$ cat src/rtl/bus_arbiter.sv
// -----------------------------------------------------------------------------
// bus_arbiter
//
// Two-master, one-slave arbiter for the 16-bit machine memory bus. The CPU (m0)
// and a second requester (m1, e.g. DMA or boot loader) share the decoded slave
// bus. Transactions are serialised with round-robin priority. Each transaction
// produces a one-cycle slave strobe, and read data is routed back to the master
// that owns the transaction. A read that the slave never answers is
// force-completed after TIMEOUT cycles with zero data, and a sticky error flag
// is raised.
//
// Ports
//   clk, rst              system clock, synchronous active-high reset
//   mX_rd_en / mX_wr_en   level requests, held until the completion pulse
//   mX_addr               byte address, stable while the request is held
//   mX_wr_data/_wr_mask   write data and byte enables
//   mX_rd_data            read data, valid with mX_rd_valid, otherwise held
//   mX_rd_valid           one-cycle read completion pulse
//   mX_wr_done            one-cycle write completion pulse
//   s_addr, s_wr_data,
//   s_wr_mask             latched transaction fields to the slave decoder
//   s_rd_en / s_wr_en     one-cycle slave strobes
//   s_rd_data/s_rd_valid  slave read response
//   busy                  transaction in flight, including its completion cycle
//   timeout_err           sticky read-timeout flag, cleared only by rst
// -----------------------------------------------------------------------------
module bus_arbiter #(
  parameter int W       = 32,
  parameter int TIMEOUT = 255   // legal range 1..255 (8-bit wait counter)
) (
  input  logic         clk,
  input  logic         rst,

  input  logic         m0_rd_en,
  input  logic         m0_wr_en,
  input  logic [15:0]  m0_addr,
  input  logic [W-1:0] m0_wr_data,
  input  logic [3:0]   m0_wr_mask,
  output logic [31:0]  m0_rd_data,
  output logic         m0_rd_valid,
  output logic         m0_wr_done,

  input  logic         m1_rd_en,
  input  logic         m1_wr_en,
  input  logic [15:0]  m1_addr,
  input  logic [W-1:0] m1_wr_data,
  input  logic [3:0]   m1_wr_mask,
  output logic [31:0]  m1_rd_data,
  output logic         m1_rd_valid,
  output logic         m1_wr_done,

  output logic [15:0]  s_addr,
  output logic         s_rd_en,
  output logic         s_wr_en,
  output logic [W-1:0] s_wr_data,
  output logic [3:0]   s_wr_mask,
  input  logic [31:0]  s_rd_data,
  input  logic         s_rd_valid,

  output logic         busy,
  output logic         timeout_err
);

  typedef enum logic [1:0] {
    IDLE  = 2'd0,
    ISSUE = 2'd1,
    WAIT  = 2'd2
  } state_t;

  // Last counter value before the timeout fires: WAIT lasts TIMEOUT cycles.
  localparam logic [7:0] CNT_LAST = 8'(TIMEOUT - 1);

  state_t       state_q,       state_d;
  logic         rr_last_q,     rr_last_d;   // master granted most recently
  logic         owner_q,       owner_d;     // master owning the transaction
  logic         is_wr_q,       is_wr_d;
  logic [7:0]   cnt_q,         cnt_d;

  logic [15:0]  s_addr_q,      s_addr_d;
  logic [W-1:0] s_wr_data_q,   s_wr_data_d;
  logic [3:0]   s_wr_mask_q,   s_wr_mask_d;
  logic         s_rd_en_q,     s_rd_en_d;
  logic         s_wr_en_q,     s_wr_en_d;

  logic [31:0]  m0_rd_data_q,  m0_rd_data_d;
  logic [31:0]  m1_rd_data_q,  m1_rd_data_d;
  logic         m0_rd_valid_q, m0_rd_valid_d;
  logic         m1_rd_valid_q, m1_rd_valid_d;
  logic         m0_wr_done_q,  m0_wr_done_d;
  logic         m1_wr_done_q,  m1_wr_done_d;

  logic         busy_q,        busy_d;
  logic         timeout_err_q, timeout_err_d;

  logic         req0, req1, grant;

  // ---------------------------------------------------------------------------
  // Next-state and output logic
  // ---------------------------------------------------------------------------
  always_comb begin
    // NOTE: every signal written here gets a default first, so no path can
    // leave a value unassigned and infer a latch.
    state_d       = state_q;
    rr_last_d     = rr_last_q;
    owner_d       = owner_q;
    is_wr_d       = is_wr_q;
    cnt_d         = cnt_q;
    s_addr_d      = s_addr_q;
    s_wr_data_d   = s_wr_data_q;
    s_wr_mask_d   = s_wr_mask_q;
    s_rd_en_d     = 1'b0;
    s_wr_en_d     = 1'b0;
    m0_rd_data_d  = m0_rd_data_q;
    m1_rd_data_d  = m1_rd_data_q;
    m0_rd_valid_d = 1'b0;
    m1_rd_valid_d = 1'b0;
    m0_wr_done_d  = 1'b0;
    m1_wr_done_d  = 1'b0;
    timeout_err_d = timeout_err_q;

    req0  = m0_rd_en | m0_wr_en;
    req1  = m1_rd_en | m1_wr_en;
    // On a tie the master that did not win last time gets the bus.
    grant = (req0 & req1) ? ~rr_last_q : req1;

    unique case (state_q)
      IDLE: begin
        if (req0 | req1) begin
          owner_d   = grant;
          rr_last_d = grant;
          if (grant) begin
            is_wr_d     = m1_wr_en;     // wr_en wins over a concurrent rd_en
            s_addr_d    = m1_addr;
            s_wr_data_d = m1_wr_data;
            s_wr_mask_d = m1_wr_mask;
          end else begin
            is_wr_d     = m0_wr_en;
            s_addr_d    = m0_addr;
            s_wr_data_d = m0_wr_data;
            s_wr_mask_d = m0_wr_mask;
          end
          s_wr_en_d = is_wr_d;
          s_rd_en_d = ~is_wr_d;
          state_d   = ISSUE;
        end
      end

      ISSUE: begin
        if (is_wr_q) begin
          m0_wr_done_d = ~owner_q;
          m1_wr_done_d = owner_q;
          state_d      = IDLE;
        end else begin
          cnt_d   = '0;
          state_d = WAIT;
        end
      end

      WAIT: begin
        if (s_rd_valid) begin
          if (owner_q) m1_rd_data_d = s_rd_data;
          else         m0_rd_data_d = s_rd_data;
          m0_rd_valid_d = ~owner_q;
          m1_rd_valid_d = owner_q;
          state_d       = IDLE;
        end else if (cnt_q == CNT_LAST) begin
          // Force-complete the read with zero data.
          if (owner_q) m1_rd_data_d = '0;
          else         m0_rd_data_d = '0;
          m0_rd_valid_d = ~owner_q;
          m1_rd_valid_d = owner_q;
          timeout_err_d = 1'b1;
          state_d       = IDLE;
        end else begin
          cnt_d = cnt_q + 8'd1;
        end
      end

      default: state_d = IDLE;
    endcase

    // busy also covers the completion-pulse cycle, in which the FSM is
    // already back in IDLE and may be granting the next transaction.
    busy_d = (state_d != IDLE) | m0_rd_valid_d | m1_rd_valid_d |
             m0_wr_done_d | m1_wr_done_d;
  end

  // ---------------------------------------------------------------------------
  // State and output registers
  // ---------------------------------------------------------------------------
  // NOTE: sequential state uses non-blocking assignments so every register
  // samples the values from before this edge, independent of statement order.
  always_ff @(posedge clk) begin
    if (rst) begin
      state_q       <= IDLE;
      rr_last_q     <= 1'b1;             // m0 wins the first tie
      owner_q       <= 1'b0;
      is_wr_q       <= 1'b0;
      cnt_q         <= '0;
      s_addr_q      <= '0;
      s_wr_data_q   <= '0;
      s_wr_mask_q   <= '0;
      s_rd_en_q     <= 1'b0;
      s_wr_en_q     <= 1'b0;
      m0_rd_data_q  <= '0;
      m1_rd_data_q  <= '0;
      m0_rd_valid_q <= 1'b0;
      m1_rd_valid_q <= 1'b0;
      m0_wr_done_q  <= 1'b0;
      m1_wr_done_q  <= 1'b0;
      busy_q        <= 1'b0;
      timeout_err_q <= 1'b0;
    end else begin
      state_q       <= state_d;
      rr_last_q     <= rr_last_d;
      owner_q       <= owner_d;
      is_wr_q       <= is_wr_d;
      cnt_q         <= cnt_d;
      s_addr_q      <= s_addr_d;
      s_wr_data_q   <= s_wr_data_d;
      s_wr_mask_q   <= s_wr_mask_d;
      s_rd_en_q     <= s_rd_en_d;
      s_wr_en_q     <= s_wr_en_d;
      m0_rd_data_q  <= m0_rd_data_d;
      m1_rd_data_q  <= m1_rd_data_d;
      m0_rd_valid_q <= m0_rd_valid_d;
      m1_rd_valid_q <= m1_rd_valid_d;
      m0_wr_done_q  <= m0_wr_done_d;
      m1_wr_done_q  <= m1_wr_done_d;
      busy_q        <= busy_d;
      timeout_err_q <= timeout_err_d;
    end
  end

  assign s_addr      = s_addr_q;
  assign s_wr_data   = s_wr_data_q;
  assign s_wr_mask   = s_wr_mask_q;
  assign s_rd_en     = s_rd_en_q;
  assign s_wr_en     = s_wr_en_q;
  assign m0_rd_data  = m0_rd_data_q;
  assign m1_rd_data  = m1_rd_data_q;
  assign m0_rd_valid = m0_rd_valid_q;
  assign m1_rd_valid = m1_rd_valid_q;
  assign m0_wr_done  = m0_wr_done_q;
  assign m1_wr_done  = m1_wr_done_q;
  assign busy        = busy_q;
  assign timeout_err = timeout_err_q;

endmodule

$ cat config.mk
export PLATFORM = sky130hd
export DESIGN_NAME = bus_arbiter
export DESIGN_NICKNAME = d
export VERILOG_FILES = /design/src/rtl/bus_arbiter.sv
export SDC_FILE = /design/constraint.sdc
export NUM_CORES = 1
export LEC_CHECK = 0
export ABC_AREA = 1
export ABC_CLOCK_PERIOD_IN_PS = 5100
export CORE_MARGIN = 3
export CORE_UTILIZATION = 45
export DETAILED_ROUTE_END_ITERATION = 12
export PLACE_DENSITY = 0.88
export SLEW_MARGIN = 20
export SYNTH_ARGS = -nofsm -noshare
export SYNTH_HDL_FRONTEND = slang
export SYNTH_SLANG_ARGS = --single-unit
$ cat constraint.sdc
create_clock -name clk -period 5.1 [get_ports clk]
set_clock_uncertainty 0.15 [all_clocks]
set_input_delay 1.02 -clock clk [delete_from_list [all_inputs] [get_ports clk]]
set_output_delay 1.02 -clock clk [all_outputs]
set_load 0.02 [all_outputs]
* Word-level counts from Yosys, hierarchy flattened
Index checks and enable logic that the tools add are counted.
Storage, ports and cells: bits in registers 137, input bits 143, output and inout bits 124, logic and storage cells 83
Cells by class: add/sub/neg operators 1, equality and inequality tests 6, muxes and demuxes 34, bitwise logic cells 14, reductions and logical operators 10
Operators by type and width (number):
- 2-to-1 mux 32 bit | 9
- 2-to-1 mux 8 bit | 3
- 2-to-1 mux 16 bit | 1
- case mux 8 bit (2 select lines) | 1
- 2-to-1 mux 1 bit | 14
- AND reduction 3 bit | 3
- adder 8 x 1 -> 8 bit (second input constant) | 1
- equality test 8 bit (second input constant) | 1
- 2-to-1 mux 2 bit | 4
- OR 1 bit | 7
- inequality test 2 bit (second input constant) | 3
- NOT 1 bit | 6
- case mux 2 bit (3 select lines) | 1
- nonzero test 2 bit | 3
- 2-to-1 mux 4 bit | 1
- AND reduction 4 bit | 1
- OR reduction 3 bit | 1
- equality test 2 x 1 -> 1 bit (second input constant) | 1
- equality test 2 bit (second input constant) | 1
- zero test 2 bit | 1
- AND reduction 2 bit | 1
- bitwise AND 1 bit | 1

* Logic depth before layout (Yosys ltp)
Gate-level depths: netlist of the first run.
word-level depth 9, gate-level depth with buffers 12, mapped depth without buffers 10

* Worst setup path after synthesis of the first run
No wires, ideal clock.
path type input to register, from in s_rd_valid, to reg m1_rd_data_q[12], in the netlist m1_rd_data[12], library setup time 0.113 ns, arrival 1.926 ns, required time 4.837 ns, setup slack 2.911 ns, stages on the path 8, buffers on the path 3, cells stage by stage clkbuf_1 > inv_1 > nand2_4 > nand3_2 > buf_6 > buf_2 > nor2_1 > nor2_1
Between the ends: cells in the longest elaborated chain, start to end 2, elaborated cells between the ends (all ways) 3, classes of those cells 1 x mux; 2 x reduce/logical
RTL lines:
- start: declaration | line 58 | input logic s_rd_valid,
- nonzero test 2 bit (no source line)
- AND reduction 3 bit (no source line)
- end signal: assignment | line 225 | m1_rd_data_q <= m1_rd_data_d;
- end: declaration | line 86 | logic [31:0] m1_rd_data_q, m1_rd_data_d;
Several ways; a longest one is shown, not always the timed one. A chain may end at the register's enable or synchronous reset.

* Final worst setup path of the first run
from in m0_wr_en, to reg s_wr_data_q[13], in the netlist s_wr_data[13]
Between the ends: cells in the longest elaborated chain, start to end 4, elaborated cells between the ends (all ways) 6, classes of those cells 2 x mux; 3 x bitwise; 1 x reduce/logical
RTL lines:
- start: declaration | line 35 | input logic m0_wr_en,
- OR 1 bit (*) | line 121 | req0 = m0_rd_en | m0_wr_en;
- bitwise AND 1 bit | line 124 | grant = (req0 & req1) ? ~rr_last_q : req1;
- 2-to-1 mux 1 bit | line 124
- 2-to-1 mux 32 bit | line 131 | if (grant) begin
- end signal: assignment | line 220 | s_wr_data_q <= s_wr_data_d;
- end: declaration | line 80 | logic [W-1:0] s_wr_data_q, s_wr_data_d;
Every way passes the cells marked *; elsewhere a longest branch is shown, timed or not.

==> results.py, run 1 <==
metrics = {
    "layout": {
        "nets": 1244,
        "drive_gt1_share_pct": 4.155,
        "finished_core_util_pct": 71.22,
        "layout.cells.most_common_list": "clkdlybuf4s50_1 (266), nor2_1 (210), nand2_1 (202)",
        "antennaDiodeCount": 0,
        "stdcell_area_sq_um": 9024,
        "final_common_cell": "clkdlybuf4s50_1",
        "areaGrowthSynthToFinish_pct": 54.20,
        "final-instance-count-excl-fill": 1279,
    },
    "clock_network": {
        "post_cts_resize_count": 0,
        "cts_inserted_buffers": 17,
        "cts_hold_buffers": 0,
        "clock_tree.htree_level_count": 4,
        "cts-root-buf": "clkbuf_16",
        "worst_skew_pair_latency_ps": 410,
        "clkSlewWorstSetupHoldPaths_ps": 50,
        "tritoncts": "done",
        "clkSinkCount": 137,
        "clk_path_buf_depth": 2,
        "postCtsSetupBuffers": 0,
    },
    "grt": {
        "grt_antenna_before_repair": 0,
        "grt_pass1_wl_um": 29280,
        "grt_pass1_vias": 6029,
        "pin_count_of_the_biggest_net_entering_global_routing": 85,
        "gr-total-overflow": 0,
        "overall_fraction_of_global_route_tracks_in_use_pct": 25.46,
    },
    "setup_path": {
        "critical_path.max_fanout": 51,
        "critical_path_class": "in -> reg",
        "worstRegToRegCells": 7,
        "critical_path.endpoint_type": "flip-flop",
        "setup.worst_path.start_class": "input port",
        "critical_path_required_ps": 5250,
        "worst-r2r-setup-slack_ps": 2870,
        "worstReg2RegStart": "state_q[0]",
        "r2r_path_end": "s_wr_data[13]",
        "worst-endpoint-arrival_ps": 3190,
    },
    "sta": {
        "finalHoldViolations": 0,
        "fin_hold_ws_ps": 329.1,
        "final-max-slew-violation-count": 0,
        "max_slew.worst_pin.slew_ps": 899.1,
        "grt_setup_unrepaired": "false",
        "slew-limit-headroom_pct": 39.97,
        "fin_setup_tns_ps": 0,
        "post-route-period-util_pct": 59.78,
        "fmax_mhz": 328.0,
        "period_needed_ps": 3049,
        "timing.final.setup_violations": 0,
    },
    "drt": {
        "drt_first_pass_iters": 5,
        "avgRoutedWirePerCell_um": 14.56,
        "drt_iter0_markers": 552,
        "per_cell_via_count_in_the_routed_design": 4.970,
        "postRouteAntennaNets": 0,
        "wl_um": 18620,
        "vias": 6356,
        "drcViolationCount": 0,
    },
    "logic_synthesis": {
        "postSynthRegisterBits": 137,
        "ys_types": 29,
        "synthesis.area_per_instance_sq_um": 6.812,
        "number_of_warning_messages_in_the_yosys_log": 0,
        "synth_seq_area_share_pct": 46.87,
        "synthesis.nets": 1004,
        "syn-cell-area_sq_um": 5852,
        "synth_cells": 859,
    },
    "floorplan": {
        "design.die.area_sq_um": 14410,
        "die_span_y_um": 120.0,
        "floorplan.die.width_um": 120.0,
        "floorplan.initialDensity_pct": 46.18,
        "placementRows": 41,
        "design.core.area_sq_um": 12670,
        "floorplan.io_pins": 267,
    },
    "place": {
        "port_buffers": 266,
        "hpwlAfterDp_um": 13110,
        "dpl.cell_count": 1252,
        "gp_routability_congestion": 0.8591,
        "placement.cell_area_sq_um": 8523,
    },
    "min_path": {
        "min-delay-path-class": "reg -> reg",
        "worst_hold_path_startpoint": "m1_rd_data[4]",
        "holdPathEnd": "m1_rd_data[4]",
        "hold_critical_path_depth": 2,
    },
    "pwr": {
        "max-vdd-ir-drop_uv": 227.0,
        "power.leakage_nw": 3.948,
        "cellPowerDensity_nw_per_um2": 348.4,
    },
    "flow_run": {
        "timing.max_cap.violations": 0,
    },
    "run_status": {
        "outcome": "complete, no violations",
    },
}
[Yosys cell counts (all sizes together)]
cell	number	area, sq um
nor2	214	837.1
nand2	206	788.3
dfxtp	137	2743
o21ai	99	495.5
inv	69	259.0
a21oi	57	285.3
clkbuf	29	108.9
buf	22	160.2
nand3	16	97.60
ha	2	25.02
nor3	2	10.01
a31oi	1	6.260
nor3b	1	7.510
o211ai	1	7.510
o22ai	1	6.260
or2	1	6.260
xor2	1	8.760
[layout make-up]
class | instances | area [sq um]
fill | 1006 | 3647
sequential | 137 | 2743
timing repair buffer | 272 | 2720
multi-input combinational | 602 | 2586
clock buffer | 23 | 478.0
inverter | 69 | 259.0
tap | 172 | 215.2
clock inverter | 4 | 22.52
[power by group]
group / leakage, nW / internal, mW / total, mW / switching [mW]
Sequential: 1.12 / 1.18 / 1.24 / 0.0600
Clock: 0.246 / 0.642 / 1.06 / 0.417
Combinational: 2.58 / 0.376 / 0.845 / 0.469
[critical path, cell delays in order]
cell and delay [ps]:
clkdlybuf4s50_1 490, nor2_1 90, nand2_1 100, nand2_1 130
nor2_4 490, buf_4 490, nand2_1 120, a21oi_1 160
nor2_1 70
[cell families after synthesis]
kind of cell    share of synthesized area, %
compound gates                         13.68
xor+xnor                              0.1497
fa+ha+maj                             0.4276
buf+inv                                9.023
flops                                  46.87
simple gates                           29.85
[through the flow]
stage	setup WS [ps]	power (mW)
after floorplan	2911	1.706
after global placement	1807	2.084
after detailed placement	1736	2.099
after CTS	2082	3.162
after global routing	1863	3.289
final	2051	3.144
[state kept, by name (all words and copies together), names as in the netlist]
register     cells
busy             1
cnt_q            8
is_wr_q          1
m0_rd_data      32
m0_rd_valid      1
m0_wr_done       1
m1_rd_data      32
m1_rd_valid      1
m1_wr_done       1
owner_q          1
rr_last_q        1
s_addr          16
s_rd_en          1
s_wr_data       32
s_wr_en          1
s_wr_mask        4
state_q          2
timeout_err      1
[layer usage]
metal	vias to the layer above	part of all wire, %	track usage (%)
met4	0	3.6	12.03
met5	-	0	0
met1	2849	38	29.53
li1	3143	-	-
met3	50	10	8.812
met2	314	48	42.11
[worst max path at each step]
stage | cells after the start | endpoint | slack, ps | start
after floorplan | 8 | m1_rd_data[12] | 2910 | s_rd_valid
after global placement | 8 | m0_rd_data[2] | 1810 | s_rd_valid
after detailed placement | 8 | m0_rd_data[19] | 1740 | s_rd_valid
after CTS | 9 | s_wr_data[13] | 2080 | m0_wr_en
after global routing | 9 | s_wr_data[13] | 1860 | m0_wr_en
final | 9 | s_wr_data[13] | 2050 | m0_wr_en
No activity file was read; power rests on OpenSTA's default activity.
==> run 2: changes to the inputs <==
--- a/config.mk
+++ b/config.mk
@@ -6,11 +6,11 @@
 export NUM_CORES = 1
 export LEC_CHECK = 0
 export ABC_AREA = 1
-export ABC_CLOCK_PERIOD_IN_PS = 5100
+export ABC_CLOCK_PERIOD_IN_PS = 3150
 export CORE_MARGIN = 3
-export CORE_UTILIZATION = 45
+export CORE_UTILIZATION = 42
 export DETAILED_ROUTE_END_ITERATION = 12
-export PLACE_DENSITY = 0.88
+export PLACE_DENSITY = 0.83
 export SLEW_MARGIN = 20
 export SYNTH_ARGS = -nofsm -noshare
 export SYNTH_HDL_FRONTEND = slang
==> constraint.sdc (replaced) <==
create_clock -name clk -period 3.15 [get_ports clk]
set_clock_uncertainty 0.15 [all_clocks]
set_input_delay 0.63 -clock clk [delete_from_list [all_inputs] [get_ports clk]]
set_output_delay 0.63 -clock clk [all_outputs]
set_load 0.02 [all_outputs]
==> run 2 against run 1 <==
Against the previous run: combinational power is 62% higher; sequential share of layout area is 0.46 points lower; final area grew 1.6%; first-iteration DRC count down 24%; cell count grew 0.94%; critical endpoint is now m1_rd_data[16]; highest routed layer unchanged.
==> results.py, run 2 (synthesis gave the netlist of run 1 again) <==
metrics = {
    "setup_path": {
        "setup.worst_path.start_class": "flip-flop",
        "critical_path.endpoint_type": "flip-flop",
        "worst-endpoint-arrival_ps": 2480,
        "critical_path.max_fanout": 25,
        "worstReg2RegStart": "cnt_q[0]",
        "r2r_path_end": "m1_rd_data[16]",
        "critical_path_class": "reg -> reg",
        "crit_end": "m1_rd_data[16]",
        "worst_setup_path_startpoint": "cnt_q[0]",
        "worstRegToRegCells": 10,
        "critical_path_required_ps": 3350,
        "worst-r2r-setup-slack_ps": 870,
    },
    "pwr": {
        "share_comb_of_total_power_pct": 25.5,
        "p_sw_mw": 1.594,
        "internal_power_mw": 3.774,
        "power_frac_seq_pct": 37.3,
        "swShare_pct": 29.70,
        "max-vdd-ir-drop_uv": 358.2,
        "cellPowerDensity_nw_per_um2": 585.8,
        "clockPowerShare_pct": 37.2,
        "power.leakage_nw": 4.001,
    },
    "clock_network": {
        "cts-root-buf": "clkbuf_16",
        "worst_skew_pair_latency_ps": 420,
        "postCtsSetupBuffers": 0,
        "clkSlewWorstSetupHoldPaths_ps": 50,
        "post_cts_resize_count": 0,
        "clock_tree.htree_level_count": 4,
        "cts_hold_buffers": 0,
        "cts_inserted_buffers": 17,
        "tritoncts": "done",
        "clkSinkCount": 137,
        "clk_path_buf_depth": 2,
    },
    "sta": {
        "finalHoldViolations": 0,
        "fmax_mhz": 437.8,
        "slew-limit-headroom_pct": 40.63,
        "final-max-slew-violation-count": 0,
        "fin_ws_ps": 865.9,
        "post-route-period-util_pct": 72.51,
        "fin_setup_tns_ps": 0,
        "timing.final.setup_violations": 0,
        "grt_setup_unrepaired": "false",
        "period_needed_ps": 2284,
        "max_slew.worst_pin.slew_ps": 889.3,
    },
    "drt": {
        "avgRoutedWirePerCell_um": 14.18,
        "drt_iter0_markers": 419,
        "vias": 6203,
        "drt_first_pass_iters": 4,
        "drcViolationCount": 0,
        "wl_um": 18310,
        "per_cell_via_count_in_the_routed_design": 4.805,
        "postRouteAntennaNets": 0,
    },
    "floorplan": {
        "die_span_y_um": 124.0,
        "placementRows": 42,
        "floorplan.die.width_um": 124.0,
        "floorplan.initialDensity_pct": 43.50,
        "design.core.area_sq_um": 13450,
        "design.die.area_sq_um": 15390,
        "floorplan.io_pins": 267,
    },
    "grt": {
        "pin_count_of_the_biggest_net_entering_global_routing": 81,
        "grt_pass1_wl_um": 27430,
        "overall_fraction_of_global_route_tracks_in_use_pct": 22.89,
        "grt_antenna_before_repair": 0,
        "gr-total-overflow": 0,
        "grt_pass1_vias": 5660,
    },
    "place": {
        "gp_routability_congestion": 0.8895,
        "hpwlAfterDp_um": 12830,
        "pre_cts_slack_ps": 475.0,
        "placement.cell_area_sq_um": 8563,
        "port_buffers": 266,
    },
    "min_path": {
        "hold_critical_path_depth": 2,
        "min-delay-path-class": "reg -> reg",
    },
    "layout": {
        "final_common_cell": "clkdlybuf4s50_1",
        "antennaDiodeCount": 0,
        "finished_core_util_pct": 68.12,
        "drive_gt1_share_pct": 5.022,
        "areaGrowthSynthToFinish_pct": 56.60,
        "nets": 1247,
        "stdcell_area_sq_um": 9164,
        "layout.cells.most_common_list": "clkdlybuf4s50_1 (266), nor2_1 (210), nand2_1 (202)",
    },
    "run_status": {
        "outcome": "complete, no violations",
    },
    "flow_run": {
        "timing.max_cap.violations": 0,
    },
}
-- run 2: layout make-up --
class                           count  area [sq um]
Tap cell                          176         220.2
Fill cell                        1118          4289
Clock buffer                       22         484.2
Multi-Input combinational cell    602          2586
Sequential cell                   137          2743
Timing Repair Buffer              275          2755
Clock inverter                     10         116.4
Inverter                           69         259.0
-- run 2: worst min-delay path by stage --
stage | start | to | slack, ps
after floorplan | is_wr_q | is_wr_q | 310
after global routing | m1_rd_data[2] | m1_rd_data[2] | 350
final | m1_rd_data[20] | m1_rd_data[20] | 330
after detailed placement | m1_rd_data[14] | m1_rd_data[14] | 320
after global placement | timeout_err | timeout_err | 300
after CTS | m0_rd_data[18] | m0_rd_data[18] | 330
-- run 2: layer usage --
metal | GRT usage [%] | share of wire, %
met1 | 24.78 | 38
met2 | 39.36 | 48
met3 | 9.491 | 11
met4 | 9.651 | 2.7
met5 | 0 | 0
-- run 2: critical path, stage by stage, from the launching register on --
cell	delay (ps)
dfxtp_1	350
inv_1	80
ha_1	140
nand2_1	50
nor2_1	150
nand2_2	100
nand2_4	80
nand3_2	410
inv_2	490
nor2_1	90
nor2_1	120
-- run 2: through the flow --
| stage | hold WS [ps] | cells | power [mW] |
|---|---|---|---|
| 6_report | 327.7 | 1291 | 5.369 |
| 5_1_grt | 348.3 | 1291 | 5.608 |
| 4_1_cts | 334.1 | 1291 | 5.400 |
| 3_5_place_dp | 320.5 | 1259 | 3.403 |
| 3_3_place_gp | 303.9 | 1259 | 3.389 |
| 2_1_floorplan | 305.9 | 859 | 2.762 |
-- run 2: power groups by stage --
stage / Combinational, mW / Sequential (mW) / Clock (mW)
after global placement: 1.36 / 2.03 / 0
after floorplan: 0.540 / 2.22 / 0
after global routing: 1.49 / 2.03 / 2.09
after detailed placement: 1.36 / 2.04 / 0
after CTS: 1.37 / 2.00 / 2.02
final: 1.37 / 2.00 / 2.00
